`src/rtl/hold_2_fsm.sv`:
```
// Autonomous four-state Moore sequencer: o_g strobes on every change of the held level o_f.
// Outputs are registered and take the value belonging to the state being entered.
module hold_2_fsm #(
  parameter int HOLD_CYC = 3
) (
  input  logic       i_clk,
  input  logic       i_rst_n,
  output logic       o_g,
  output logic       o_f,
  output logic [1:0] o_state,
  output logic [3:0] o_cnt
);

  typedef enum logic [1:0] {
    S_IDLE = 2'd0,
    S_SET  = 2'd1,
    S_HOLD = 2'd2,
    S_CLR  = 2'd3
  } state_t;

  localparam logic [3:0] LP_LAST = 4'(HOLD_CYC - 1);

  state_t     r_state;
  logic [3:0] r_cnt;
  logic       r_g;
  logic       r_f;

  state_t     w_next_state;
  logic [3:0] w_next_cnt;
  logic       w_next_g;
  logic       w_next_f;

  always_ff @(posedge i_clk) begin
    if (!i_rst_n) begin
      r_state <= S_IDLE;
      r_cnt   <= 4'd0;
      r_g     <= 1'b0;
      r_f     <= 1'b0;
    end else begin
      r_state <= w_next_state;
      r_cnt   <= w_next_cnt;
      r_g     <= w_next_g;
      r_f     <= w_next_f;
    end
  end

  always_comb begin
    w_next_state = S_IDLE;
    w_next_cnt   = r_cnt;
    w_next_g     = 1'b0;
    w_next_f     = r_f;

    case (r_state)
      S_IDLE: w_next_state = S_SET;
      S_SET: begin
        w_next_state = S_HOLD;
        w_next_cnt   = 4'd0;
      end
      S_HOLD: begin
        if (r_cnt == LP_LAST) begin
          w_next_state = S_CLR;
        end else begin
          w_next_state = S_HOLD;
          w_next_cnt   = r_cnt + 4'd1;
        end
      end
      S_CLR:   w_next_state = S_IDLE;
      default: w_next_state = S_IDLE;
    endcase

    // Outputs follow the state being entered so they change on the same edge.
    case (w_next_state)
      S_SET: begin
        w_next_g = 1'b1;
        w_next_f = 1'b1;
      end
      S_CLR: begin
        w_next_g = 1'b1;
        w_next_f = 1'b0;
      end
      S_IDLE, S_HOLD: begin
        w_next_g = 1'b0;
        w_next_f = r_f;
      end
      default: begin
        w_next_g = 1'b0;
        w_next_f = 1'b0;
      end
    endcase
  end

  assign o_g     = r_g;
  assign o_f     = r_f;
  assign o_state = r_state;
  assign o_cnt   = r_cnt;

endmodule

```
`config.mk`:
```
export PLATFORM = sky130hd
export DESIGN_NAME = hold_2_fsm
export DESIGN_NICKNAME = d
export VERILOG_FILES = /design/src/rtl/hold_2_fsm.sv
export SDC_FILE = /design/constraint.sdc
export NUM_CORES = 1
export LEC_CHECK = 0
export BUFFER_PORTS_ARGS = -buffer_cell sky130_fd_sc_hd__buf_2
export CORE_AREA = 3 3 40 42
export CTS_BUF_LIST = sky130_fd_sc_hd__clkbuf_8
export DETAILED_ROUTE_END_ITERATION = 16
export DIE_AREA = 0 0 43 45
export RECOVER_POWER = 100
export SKIP_CTS_REPAIR_TIMING = 1
export SYNTH_ARGS = -nofsm -noshare
export SYNTH_HDL_FRONTEND = slang
export SYNTH_SLANG_ARGS = --single-unit
```
`constraint.sdc`:
```
create_clock -name i_clk -period 1.9 [get_ports i_clk]
set_input_delay 0.095 -clock i_clk [delete_from_list [all_inputs] [get_ports i_clk]]
set_output_delay 0.095 -clock i_clk [all_outputs]
set_load 0.01 [all_outputs]
```
# Word-level counts from Yosys, hierarchy flattened
# Cells that the tools add are included.
[totals]
register_bits = 8
input_bits = 2
out_inout_bits = 8
wordCells = 25
[op_classes]
addsub = 1
n_eq_ne = 8
muxes = 6
reduce_logical = 6
[ops]
columns = ["operator", "n"]
rows = [
  ["equality test 2 bit, second input constant", 4],
  ["case mux 2 bit (4 select lines)", 1],
  ["case mux 4 bit (2 select lines)", 1],
  ["adder 4 x 1 -> 4 bit, second input constant", 1],
  ["equality test 2 x 1 -> 1 bit, second input constant", 2],
  ["equality test 4 x 2 -> 1 bit, second input constant", 1],
  ["zero test 2 bit", 2],
  ["2-to-1 mux 4 bit", 1],
  ["case mux 1 bit (2 select lines)", 2],
  ["OR reduction 2 bit", 2],
  ["inequality test 2 bit, second input constant", 1],
  ["AND reduction 2 bit", 1],
  ["nonzero test 2 bit", 1],
  ["2-to-1 mux 1 bit", 1],
]

# Longest topological paths before layout
[depth]
ltp_word = 6
ltp_mapped = 5
ltp_nobuf = 5

# Worst setup path after synthesis
# No wires, ideal clock.
[synth_path]
kind = "reg-to-reg"
start = "reg r_state[0], in the netlist o_state[0]"
end = "reg r_f, in the netlist o_f"
setup_ns = 0.122
arrival_time_ns = 1.177
t_required_ns = 1.778
path_slack_ns = 0.601
path_stages_with_launch = 5
path_buffers = 0
period_less_slack_ns = 1.299
path_cell_list = "dfxtp_1 > inv_1 > ha_1 > and4bb_4 > o311a_1"
[synth_via]
elab_chain_len = 4
elab_cells_between_ends = 11
classes_between = "6 x eq/ne; 2 x mux; 3 x reduce/logical"
[synth_lines]
columns = ["item", "line_no", "source"]
rows = [
  ["start, declared", "23", "state_t r_state;"],
  ["start signal, assigned", "40", "r_state <= w_next_state;"],
  ["equality test 2 bit (tied with other cells)", "53", "case (r_state)"],
  ["case mux 2 bit (4 select lines) (*)", "53", ""],
  ["equality test 2 bit (tied with other cells)", "72", "case (w_next_state)"],
  ["case mux 1 bit (2 select lines) / OR reduction 2 bit (equally long branches)", "72", ""],
  ["end signal, assigned", "43", "r_f <= w_next_f;"],
  ["end, declared", "26", "logic r_f;"],
]
# Every way passes the cells marked *; elsewhere a longest branch is shown, timed or not.
# A chain may end at the register's enable or synchronous reset.

# Worst setup path after layout
[layout_path]
start = "reg r_state[0], in the netlist o_state[0]"
end = "reg r_cnt[1], in the netlist o_cnt[1]"
[layout_via]
elab_chain_len = 3
elab_cells_between_ends = 6
classes_between = "3 x eq/ne; 1 x mux; 2 x reduce/logical"
[layout_lines]
columns = ["item", "line_no", "source"]
rows = [
  ["equality test 2 bit / equality test 2 x 1 -> 1 bit (equally long branches)", "53", ""],
  ["inequality test 2 bit (no source line) / nonzero test 2 bit (equally long branches)", "--", ""],
  ["AND reduction 2 bit (no source line)", "--", ""],
  ["end signal, assigned", "41", "r_cnt <= w_next_cnt;"],
  ["end, declared", "24", "logic [3:0] r_cnt;"],
]
# Several ways; a longest one is shown, not always the timed one.

==> impl_metrics.json <==
{
  "ys_seq_area_frac": 0.3696,
  "cts_root_buffer": "clkbuf_8",
  "dieHeight_um": 45,
  "worst_slew_pin_slew_ps": 275.0,
  "grt_pass1_wl_mm": 1.442,
  "nNetsFinal": 57,
  "synth_top_area_share": 0.3696,
  "cts_tree": "yes",
  "drc": 0,
  "outcome": "finished, final reports clean",
  "synth_edf_count": 0,
  "fp.dieW_um": 43,
  "worstPathArrival_ps": 1500,
  "drive_above_1_share": 0.1000,
  "placed_area_um2": 430.4,
  "ys_warn_count": 0,
  "syn_inst": 39,
  "rows": 13,
  "wl_um": 856,
  "r2r-end": "o_cnt[1]$_SDFFE_PN0P_",
  "grt-ovfl-total": 0,
  "ios": 10,
  "cts_buffer_depth": 2,
  "syn-num-nets": 45,
  "yosysTopAreaCell": "dfxtp_1",
  "cts-htree-levels": 1,
  "synthTopCellsByArea": "dfxtp_1 (37%), ha_1 (13%), mux2i_1 (5.3%), and4bb_4 (4.3%), nand2_1 (4.0%)",
  "drv_slew": 0,
  "clk_latency_ps": 230,
  "avgRoutedWirePerCell_um": 13.17,
  "max_freq_mhz": 743.5,
  "endpoint": "o_cnt[1]$_SDFFE_PN0P_",
  "grt_pass1_vias": 302,
  "crit_start": "o_state[0]$_SDFF_PN0_",
  "power.density_nw_per_um2": 1071,
  "critPathSlowestCell": "dfxtp_1",
  "rsz0062_at_grt": "no",
  "vias_per_cell": 4.892,
  "worstReg2RegStart": "o_state[0]$_SDFF_PN0_",
  "fin_tns_setup_ps": 0,
  "vias": 318,
  "synth_area_per_cell_um2": 9.721,
  "ir_drop_mv": 0.5435,
  "endpoint_kind": "flip-flop",
  "cts.sinks": 7,
  "hp-class": "in -> reg",
  "slowest_delay_ps": 310,
  "final_area_um2": 465.4,
  "r2r_cells": 5,
  "drtIter0Drc": 22,
  "antenna_found_initial": 0,
  "worstSetupPathType": "reg -> reg",
  "cp_cell_sequence": "inv_1 > ha_1 > nand4bb_1 > nand2_1 > mux2i_1",
  "yosysUniqueCellTypes": 22,
  "crit_required_ps": 2050,
  "worstSetupStartpointType": "flip-flop",
  "drtAntennaViolNets": 0,
  "synth-main-ff-cell": "dfxtp_1",
  "max-cap-violations": 0,
  "fin_crit_ps": 1345,
  "ys_top_cells_by_count": "dfxtp_1 (7), ha_1 (4), nand2_1 (4)",
  "path_max_fanout": 7,
  "hold_viol_final": 0,
  "n_antenna_cell": 0,
  "gp_congestion": 0.7365,
  "ys_async_sr_fraction": 0,
  "p_leak_nw": 0.1868,
  "synth-seq-cells": 7,
  "firstDrtPassIters": 4,
  "finClkSkew_ps": 3.583,
  "path_clk_slew_ps": 40,
  "cts_made_buffers": 3,
  "initial_utilization": 0.2950,
  "die-area_um2": 1935,
  "finalCritPeriodShare": 0.7079,
  "grt_usage": 0.1093,
  "core-area_um2": 1285,
  "netlist_area_um2": 379.1,
  "synth.most_common_cell": "dfxtp_1",
  "nFillCells": 136,
  "reg2reg_slack_ps": 550,
  "place_hpwl_um": 611.5,
  "grt_max_degree": 12,
  "synthToLayoutAreaGrowth_pct": 22.77,
  "port_buffers": 9,
  "final-setup-viol-count": 0,
  "slew_headroom": 0.8166
}
[worst min path at each step]
| stage | start | to | slack, ps | cells after the start |
|---|---|---|---|---|
| floorplan | i_rst_n | o_cnt[3]$_SDFFE_PN0P_ | 390 | 3 |
| global placement | i_rst_n | o_f$_SDFFE_PN0N_ | 430 | 2 |
| detailed placement | i_rst_n | o_state[0]$_SDFF_PN0_ | 430 | 2 |
| CTS | i_rst_n | o_f$_SDFFE_PN0N_ | 200 | 2 |
| global route | i_rst_n | o_f$_SDFFE_PN0N_ | 200 | 2 |
| finish | i_rst_n | o_state[0]$_SDFF_PN0_ | 200 | 2 |
[cells by family (layout without fill, tap and decap cells)]
kind of cell,Yosys count,in the layout,synth area share
AOI/OAI and AO/OA,7,7,0.1287
adders and majority gates,4,4,0.1320
buffers and inverters,5,16,0.06270
DFF,7,7,0.3696
muxes,2,2,0.05281
and+or+nand+nor,14,14,0.2541
[power breakdown]
group / total (W) / switching, W / internal, W
Clock: 0.000206 / 0.0000665 / 0.000140
Combinational: 0.000116 / 0.0000685 / 0.0000476
Sequential: 0.000176 / 0.0000116 / 0.000164
[cell type report]
type	instances	area (um^2)	share of cell area
clock buffers	3	41.29	0.08871
clock inverters	1	3.754	0.008065
inverters	3	11.26	0.02419
multi-input cells	27	215.2	0.4624
flip-flops and latches	7	140.1	0.3011
well taps	15	18.77	0.04032
repair buffers	9	35.03	0.07527
[state kept, by name, summed over array words and instances, names as in the netlist]
name	count
o_f	1
o_state	2
o_cnt	4
[placed cells by master, fill, tap and decap left out]
cell	count
nand4bb_1	1
nand2_1	4
dfxtp_1	7
o21a_1	1
nor3b_1	1
nand3b_1	2
and4bb_4	1
and2_1	1
and3_1	1
buf_2	1
a31oi_1	1
inv_1	4
o21ai_1	1
clkbuf_8	3
a21boi_0	1
ha_1	4
nand4b_1	1
nand3_1	2
clkbuf_1	8
o21bai_1	1
o311a_1	1
o21ai_0	1
mux2i_1	2
[critical path, delay by kind of cell (launching register included)]
family / cells / cell delay (ps)
adder cells (fa/ha/maj): 1 / 310
flip-flops: 1 / 310
multiplexers: 1 / 200
buffers and inverters: 1 / 70
AND/OR/NAND/NOR: 2 / 370
[per-layer routing]
layer / vias up / part of all wire / global-route usage
li1: 159 / - / -
met1: 147 / 0.51 / 0.1481
met2: 10 / 0.41 / 0.1347
met3: 2 / 0.068 / 0.05179
met4: 0 / 0.0093 / 0.07229
met5: - / 0 / 0
[stage by stage]
stage	util	hold WS, ps	worst slack, ps	cells	total power (W)
after floorplan	-	385.1	601.1	39	0.0002645
after global placement	0.3350	426.2	621.3	61	0.0002961
after detailed placement	0.3350	433.1	607.0	61	0.0002969
after CTS	0.3700	195.8	586.4	65	0.0005083
after global routing	0.3622	202.3	425.9	65	0.0005306
final	0.3622	196.1	554.9	65	0.0004984
No activity file was read; power rests on OpenSTA's default activity.
